File: src/rtl/keypad_scanner.sv
// keypad_scanner: scans a 4x3 active-low matrix keypad and reports one
// debounced 4-bit key code per press, plus a strobe and a held-key level.
//
// Ports
//   clk      in   system clock, all logic on posedge
//   reset_1  in   asynchronous active-low reset
//   col_in   in   [2:0] keypad columns, active-low, asynchronous to clk
//   row_out  out  [3:0] keypad rows, active-low one-hot drive
//   Code_1   out  [3:0] code of the last accepted key, held until the next one
//   Valid_1  out  one VALID_LEN-cycle pulse per accepted press
//   S_Row    out  high while the accepted key is still held (debounced)
module keypad_scanner #(
    parameter int unsigned SCAN_DIV   = 1000,
    parameter int unsigned DEB_CYCLES = 20000,
    parameter int unsigned VALID_LEN  = 4
) (
    input  logic       clk,
    input  logic       reset_1,
    input  logic [2:0] col_in,
    output logic [3:0] row_out,
    output logic [3:0] Code_1,
    output logic       Valid_1,
    output logic       S_Row
);

    localparam int unsigned DIV_W = (SCAN_DIV > 1)   ? $clog2(SCAN_DIV)   : 1;
    localparam int unsigned DEB_W = (DEB_CYCLES > 1) ? $clog2(DEB_CYCLES) : 1;
    localparam int unsigned VLD_W = (VALID_LEN > 1)  ? $clog2(VALID_LEN)  : 1;

    localparam logic [1:0] S_SCAN  = 2'd0;
    localparam logic [1:0] S_DEB_P = 2'd1;
    localparam logic [1:0] S_HELD  = 2'd2;
    localparam logic [1:0] S_DEB_R = 2'd3;

    logic [1:0]       state_q, state_d;
    logic [1:0]       row_q, row_d;
    logic [DIV_W-1:0] div_q, div_d;
    logic [DEB_W-1:0] deb_q, deb_d;
    logic [1:0]       cand_row_q, cand_row_d;
    logic [1:0]       cand_col_q, cand_col_d;
    logic [VLD_W-1:0] vld_cnt_q, vld_cnt_d;
    logic             vld_pend_q, vld_pend_d;
    logic [3:0]       code_d;
    logic             valid_d;
    logic             srow_d;
    logic [2:0]       col_meta, col_s;
    logic             cand_high_c;
    logic [1:0]       first_low_c;

    // Map (row, column) of the keypad to its key code.
    function automatic logic [3:0] key_code(input logic [1:0] r, input logic [1:0] c);
        logic [3:0] k;
        case ({r, c})
            4'b00_00: k = 4'd1;
            4'b00_01: k = 4'd2;
            4'b00_10: k = 4'd3;
            4'b01_00: k = 4'd4;
            4'b01_01: k = 4'd5;
            4'b01_10: k = 4'd6;
            4'b10_00: k = 4'd7;
            4'b10_01: k = 4'd8;
            4'b10_10: k = 4'd9;
            4'b11_00: k = 4'd10;
            4'b11_01: k = 4'd0;
            4'b11_10: k = 4'd11;
            default:  k = 4'd0;
        endcase
        return k;
    endfunction

    // Two-flop synchronizer for the asynchronous column lines (idle high).
    always_ff @(posedge clk or negedge reset_1) begin
        if (!reset_1) begin
            col_meta <= 3'b111;
            col_s    <= 3'b111;
        end else begin
            col_meta <= col_in;
            col_s    <= col_meta;
        end
    end

    // Level of the candidate key's column; only this column matters once a key is latched.
    always_comb begin
        case (cand_col_q)
            2'd0:    cand_high_c = col_s[0];
            2'd1:    cand_high_c = col_s[1];
            default: cand_high_c = col_s[2];
        endcase
    end

    // Lowest active column wins when several are pulled low.
    always_comb begin
        if (!col_s[0])      first_low_c = 2'd0;
        else if (!col_s[1]) first_low_c = 2'd1;
        else                first_low_c = 2'd2;
    end

    // Next-state and output logic.
    always_comb begin
        state_d    = state_q;
        row_d      = row_q;
        div_d      = div_q;
        deb_d      = deb_q;
        cand_row_d = cand_row_q;
        cand_col_d = cand_col_q;
        vld_cnt_d  = vld_cnt_q;
        vld_pend_d = 1'b0;
        code_d     = Code_1;
        valid_d    = Valid_1;
        srow_d     = S_Row;

        // Pulse starts one cycle after the code update and runs to completion.
        if (vld_pend_q) begin
            valid_d   = 1'b1;
            vld_cnt_d = VLD_W'(VALID_LEN - 1);
        end else if (Valid_1) begin
            if (vld_cnt_q != '0) vld_cnt_d = vld_cnt_q - VLD_W'(1);
            else                 valid_d   = 1'b0;
        end

        case (state_q)
            S_SCAN: begin
                if (div_q == DIV_W'(SCAN_DIV - 1)) begin
                    div_d = '0;
                    if (col_s != 3'b111) begin
                        cand_row_d = row_q;
                        cand_col_d = first_low_c;
                        deb_d      = '0;
                        state_d    = S_DEB_P;
                    end else begin
                        row_d = row_q + 2'd1;
                    end
                end else begin
                    div_d = div_q + DIV_W'(1);
                end
            end
            S_DEB_P: begin
                if (cand_high_c) begin
                    row_d   = row_q + 2'd1;
                    div_d   = '0;
                    state_d = S_SCAN;
                end else if (deb_q == DEB_W'(DEB_CYCLES - 1)) begin
                    code_d     = key_code(cand_row_q, cand_col_q);
                    vld_pend_d = 1'b1;
                    srow_d     = 1'b1;
                    state_d    = S_HELD;
                end else begin
                    deb_d = deb_q + DEB_W'(1);
                end
            end
            S_HELD: begin
                if (cand_high_c) begin
                    deb_d   = '0;
                    state_d = S_DEB_R;
                end
            end
            S_DEB_R: begin
                if (!cand_high_c) begin
                    deb_d   = '0;
                    state_d = S_HELD;
                end else if (deb_q == DEB_W'(DEB_CYCLES - 1)) begin
                    srow_d  = 1'b0;
                    row_d   = 2'd0;
                    div_d   = '0;
                    state_d = S_SCAN;
                end else begin
                    deb_d = deb_q + DEB_W'(1);
                end
            end
            default: state_d = S_SCAN;
        endcase
    end

    // State and output registers.
    always_ff @(posedge clk or negedge reset_1) begin
        if (!reset_1) begin
            state_q    <= S_SCAN;
            row_q      <= 2'd0;
            div_q      <= '0;
            deb_q      <= '0;
            cand_row_q <= 2'd0;
            cand_col_q <= 2'd0;
            vld_cnt_q  <= '0;
            vld_pend_q <= 1'b0;
            row_out    <= 4'b1110;
            Code_1     <= 4'b0000;
            Valid_1    <= 1'b0;
            S_Row      <= 1'b0;
        end else begin
            state_q    <= state_d;
            row_q      <= row_d;
            div_q      <= div_d;
            deb_q      <= deb_d;
            cand_row_q <= cand_row_d;
            cand_col_q <= cand_col_d;
            vld_cnt_q  <= vld_cnt_d;
            vld_pend_q <= vld_pend_d;
            row_out    <= ~(4'b0001 << row_d);
            Code_1     <= code_d;
            Valid_1    <= valid_d;
            S_Row      <= srow_d;
        end
    end

endmodule

File: config.mk
export PLATFORM = sky130hd
export DESIGN_NAME = keypad_scanner
export DESIGN_NICKNAME = d
export VERILOG_FILES = /design/src/rtl/keypad_scanner.sv
export SDC_FILE = /design/constraint.sdc
export NUM_CORES = 1
export LEC_CHECK = 0
export ABC_CLOCK_PERIOD_IN_PS = 2300
export CORE_UTILIZATION = 50
export CTS_CLUSTER_SIZE = 12
export DETAILED_ROUTE_END_ITERATION = 10
export PLACE_DENSITY = 0.7
export SLEW_MARGIN = 40
export SYNTH_ARGS = -nofsm -noshare
export SYNTH_HDL_FRONTEND = slang
export SYNTH_SLANG_ARGS = --single-unit
File: constraint.sdc
create_clock -name clk -period 2.3 [get_ports clk]
set_input_delay 0.23 -clock clk [delete_from_list [all_inputs] [get_ports clk]]
set_output_delay 0.23 -clock clk [all_outputs]
set_load 0.05 [all_outputs]
**Word-level counts from Yosys, hierarchy flattened**

Memories as Yosys holds them, arrays and structs flattened. A register that Yosys moved wholly into a read port is not among the register bits.
Cells that the tools add are included.

- Register bits: 48
- ROM bits: 64
- Bits of input ports: 5
- Output and inout port bits: 10
- Memories kept: 1

Memories:

| memory | words | width | read ports | clocked after Yosys merged registers in | wr ports | line | source |
|---|---|---|---|---|---|---|---|
| (name not given) | 16 | 4 | 1 | 1 | 0 | 53 | `case ({r, c})` |

- Add/subtract/negate cells: 4
- Equality and inequality tests: 17
- Shift operators: 1
- Muxes and demuxes: 43
- Bitwise operators: 2
- Reduce and logical (&&, ||, !) cells: 15

Operators by type and width:

| kind | number |
|---|---|
| 15-bit 2-to-1 mux | 6 |
| 15-bit one-hot mux with 4 select lines | 1 |
| 10-bit 2-to-1 mux | 4 |
| 2-bit 2-to-1 mux | 17 |
| 10-bit one-hot mux with 3 select lines | 1 |
| 2-bit inequality test, second input constant | 8 |
| 15-bit by 1-bit adder with 15-bit output, second input constant | 1 |
| 15-bit == test, second input constant | 1 |
| 10-bit by 1-bit adder with 10-bit output, second input constant | 1 |
| 10-bit == test, second input constant | 1 |
| 1-bit 2-to-1 mux | 10 |
| 5-bit AND reduction | 2 |
| 3-bit inequality test, second input constant | 3 |
| 2-bit one-hot mux with 4 select lines | 1 |
| 4-bit AND reduction | 2 |
| 2-bit nonzero test | 4 |
| 2-bit one-hot mux with 3 select lines | 1 |
| 3-bit AND reduction | 2 |
| 2-bit by 1-bit == test with 1-bit output, second input constant | 2 |
| 2-bit == test, second input constant | 2 |
| 2-bit zero test | 2 |
| 4-bit NOT | 1 |
| 1-bit one-hot mux with 2 select lines | 2 |
| 1-bit by 2-bit left shift with 4-bit output, first input constant | 1 |
| other kinds (6) | 6 |

**Longest topological paths before layout**

- Depth after elaboration: 6
- Gate-level depth with buffers: 9
- Gate-level depth less buffers: 7

**Worst setup path before layout**

Ideal clock, no wire load.

- Path type: register to register
- Start point: register cand_col_q[0]
- End point: register row_q[1]
- Data arrival time: 2.188 ns
- Required time: 2.174 ns
- Setup slack: -0.014 ns
- Cell stages (with the launch flop): 9
- Cells stage by stage: dfrtp_1 -> inv_1 -> ha_1 -> or3b_1 -> clkbuf_2 -> and3_1 -> a2bb2oi_1 -> or3_4 -> a221o_1

- Longest elaborated chain between the ends: 4

Ends and longest elaborated chain:

| what | line | source |
|---|---|---|
| start, declared | 40 | `logic [1:0] cand_col_q, cand_col_d;` |
| start signal, assigned | 195 | `cand_col_q <= cand_col_d;` |
| 2-bit by 1-bit == test with 1-bit output or 2-bit zero test (tied branches) | 84 | `case (cand_col_q)` |
| 1-bit one-hot mux with 2 select lines * | 84 |  |
| 2-bit 2-to-1 mux (on tied branches) | 158, 138 |  |
| 2-bit one-hot mux with 3 select lines * | 121 | `case (state_q)` |
| net row_d[1] | 36 | `logic [1:0] row_q, row_d;` |
| end signal, assigned | 191 | `row_q <= row_d;` |
| end, declared | 36 |  |

Mark *: on every way through the listed nets, which the timed path passes. The rest lies on a longest branch.
A chain may end at the register's enable or synchronous reset.

**Worst setup path after layout**

Ends and elaborated chain as after synthesis.

==> flow_metrics.py <==
metrics = {
    "status": {
        "status": "completed",
    },
    "power_and_ir_drop": {
        "power.density_mw_per_mm2": 469,
        "power.total_w": 0.00158,
        "sequentialPowerShare_pct": 58.7,
        "vdd_drop_max_mv": 0.273,
        "pwr-share-clk_pct": 39.0,
        "p_int_w": 0.00126,
        "swShare_pct": 20.4,
        "leakagePower_nw": 1.45,
        "switching_power_w": 0.000323,
        "p_comb_share_pct": 2.3,
    },
    "grt": {
        "grt_pass1_vias": 2290,
        "grt_usage_pct": 21.5,
        "grt_max_degree": 41,
        "grt_overflow_total": 0,
        "grt_pass1_wl_microns": 10400,
        "antenna_found_initial": 0,
    },
    "worst_setup_path": {
        "cp-start-kind": "flop",
        "crit_fanout": 6,
        "r2r-end": "row_q[1]$_DFF_PN0_",
        "crit_end": "row_q[1]$_DFF_PN0_",
        "critPathKind": "reg2reg",
        "ff2ff_path_depth": 7,
        "required_ps": 2500,
        "setup.worst_path.start": "cand_col_q[0]$_DFFE_PN0P_",
        "endpoint_kind": "flop",
        "r2r_slack_ps": 80,
        "reg2reg_from": "cand_col_q[0]$_DFFE_PN0P_",
        "cp.arrival_ps": 2420,
    },
    "clock_tree": {
        "cts_setup_buffers": 0,
        "clock-sinks": 52,
        "numCtsBuffers": 5,
        "cts_buffer_depth": 2,
        "clk_latency_ps": 300,
        "cts_root_buf": "clkbuf_8",
        "cts-htree-levels": 2,
        "cts_tree": "yes",
        "path_clk_slew_ps": 100,
    },
    "place": {
        "place_congestion": 0.921,
        "dp_hpwl_microns": 4270,
        "io_buffers": 14,
        "dp_slack_ps": -55.0,
        "dp_cells": 397,
    },
    "floorplan": {
        "core_sq_mm": 0.00554,
        "dieWidth_microns": 78.0,
        "start_util_pct": 52.1,
        "dieArea_sq_mm": 0.00608,
        "io_pins": 15,
        "std_cell_rows": 27,
        "die_y_microns": 78.0,
    },
    "sta": {
        "finalCriticalPeriod_ps": 2220,
        "fmax_mhz": 451,
        "hold_viol": 0,
        "slew_headroom_pct": 61.8,
        "post-route-period-util_pct": 96.5,
        "tns_ps": 0,
        "drv_slew": 0,
        "skew_ps": 11.7,
        "setup_viol": 0,
        "worst-slew-pin-transition_ps": 569,
        "whs_ps": 327,
        "worst_slack_ps": 80.9,
        "rsz0062_at_grt": "no",
    },
    "synth": {
        "synthAdderAreaFrac_pct": 4.77,
        "ys.warnings.count": 0,
        "synthArstFlopShare_pct": 100,
        "muxShareOfSynthArea_pct": 3.04,
        "synth_area_leaders": "dfrtp_1 37%, dfstp_2 8.2%, o21ai_0 5.0%",
        "yosysMostFrequentCell": "dfrtp_1",
        "ys_ff_latch": 52,
        "ys_types": 62,
        "ys_seq_area_share_pct": 45.5,
        "syn_area_sq_mm": 0.00289,
        "synth_fp_nets": 316,
        "synth_compound_area_share_pct": 20.9,
        "syn-instance-count": 300,
        "synthSimpleGateAreaFrac_pct": 22.5,
        "synth_enable_flop_cells": 0,
        "synth_top_area_share_pct": 37.3,
        "synth_xor_area_share_pct": 0.304,
        "synth_common_cells": "43 x dfrtp_1, 30 x nand2_1, 29 x o21ai_0",
        "synth_flop_cell": "dfrtp_1",
        "synth_top_area_cell": "dfrtp_1",
        "synth_top_family_by_area": "simple AND/OR/NAND/NOR gates",
        "synth.avg_cell_area_sq_um": 9.62,
    },
    "detailed_routing": {
        "dr.pass1.iters": 4,
        "drc": 0,
        "avgViaCountPerCell": 5.77,
        "vias": 2342,
        "wl_microns": 5850,
        "detail-route-antenna-nets": 0,
        "wl_per_cell_microns": 14.4,
        "drtIter0Drc": 138,
    },
    "finish": {
        "nets": 349,
        "stdcell_count": 406,
        "diodes": 0,
        "area_growth_pct": 17.0,
        "drive_gt1_share_pct": 17.4,
    },
    "min_path": {
        "hold_class": "in2reg",
    },
    "run": {
        "maxCapViolations": 0,
    },
}
[worst max-delay path, cell delays in order, from the launching register on]
cell and delay, ps:
dfrtp_1 420, inv_2 90, ha_4 180, or3b_4 390, and3_1 210, a2bb2oi_1 140
or3_4 340, a221o_1 340
[final cells by class]
class / instances / area (sq um)
fill: 472 / 2170
sequential: 52 / 1310
inverter: 14 / 52.6
tap: 72 / 90.1
clock buffer: 6 / 72.6
multi-input combinational: 226 / 1520
clock inverter: 2 / 35.0
timing repair buffer: 34 / 290
[placed cells by master, fill, tap and decap left out, drive strengths merged, types with 5 or more instances in the layout]
cell type / netlist / routed
buf: 1 / 20
clkdlybuf4s50: 0 / 13
nand3: 14 / 14
nand2: 30 / 30
inv: 14 / 14
and3: 8 / 8
nor3: 5 / 5
clkbuf: 7 / 6
nand2b: 9 / 9
a21oi: 15 / 15
o31ai: 14 / 14
dfrtp: 43 / 43
nor2: 21 / 21
ha: 11 / 11
o21ai: 35 / 35
dfstp: 9 / 9
[worst min-delay path by stage]
stage	slack [ps]	to	start	depth (start not counted)
after floorplan	-70	Code_1[0]$_DFFE_PN0P_	reset_1	0
after global placement	350	col_s[0]$_DFF_PN1_	col_meta[0]$_DFF_PN1_	0
after detailed placement	240	Code_1[1]$_DFFE_PN0P_	reset_1	1
after CTS	310	col_meta[1]$_DFF_PN1_	col_in[1]	1
after global routing	330	col_meta[2]$_DFF_PN1_	col_in[2]	1
final	330	col_meta[1]$_DFF_PN1_	col_in[1]	1
[cell families after synthesis]
family | count (synthesis)
adder cells (fa/ha/maj) | 11
AO/OA/AOI/OAI | 91
XOR/XNOR | 1
multiplexers | 7
buffers and inverters | 22
flip-flops | 52
AND/OR/NAND/NOR | 116
[power by group through the flow]
stage / Sequential, W / Combinational [W] / Clock [W]
CTS: 0.000929 / 0.0000389 / 0.000632
floorplan: 0.000944 / 0.00000646 / 0
finish: 0.000929 / 0.0000369 / 0.000617
global placement: 0.000945 / 0.0000353 / 0
global route: 0.000930 / 0.0000425 / 0.000660
detailed placement: 0.000946 / 0.0000369 / 0
[metal layers]
metal  up-vias  global-route usage, %  wire (microns)
met5         -                      0               0
met4         0                   6.11              63
met3         6                   3.65             219
met2        56                   36.1            2750
met1      1108                   28.7            2820
li1       1172                      -               -
[timing repair]
action / in CTS / in global routing
pin swaps: 0 / 2
endpoints found under the hold margin: 29 / 0
hold buffers: 1 / 0
gates cloned: 0 / 0
setup endpoints to repair: 11 / 20
gates resized for setup: 3 / 5
[sequential cells by signal, indices dropped and copies added, names as in the netlist, named ones only]
register    flops
div_q          10
vld_pend_q      1
S_Row           1
row_out         4
Code_1          4
vld_cnt_q       2
cand_row_q      2
Valid_1         1
cand_col_q      2
col_s           3
row_q           2
state_q         1
deb_q          15
col_meta        3
[stage by stage]
step	util, %	instance area, sq um
floorplan	-	2890
global placement	58.2	3220
detailed placement	58.2	3230
CTS	60.5	3350
global route	60.9	3370
finish	60.9	3370
Note: power is estimated with default switching activity, not from simulation.
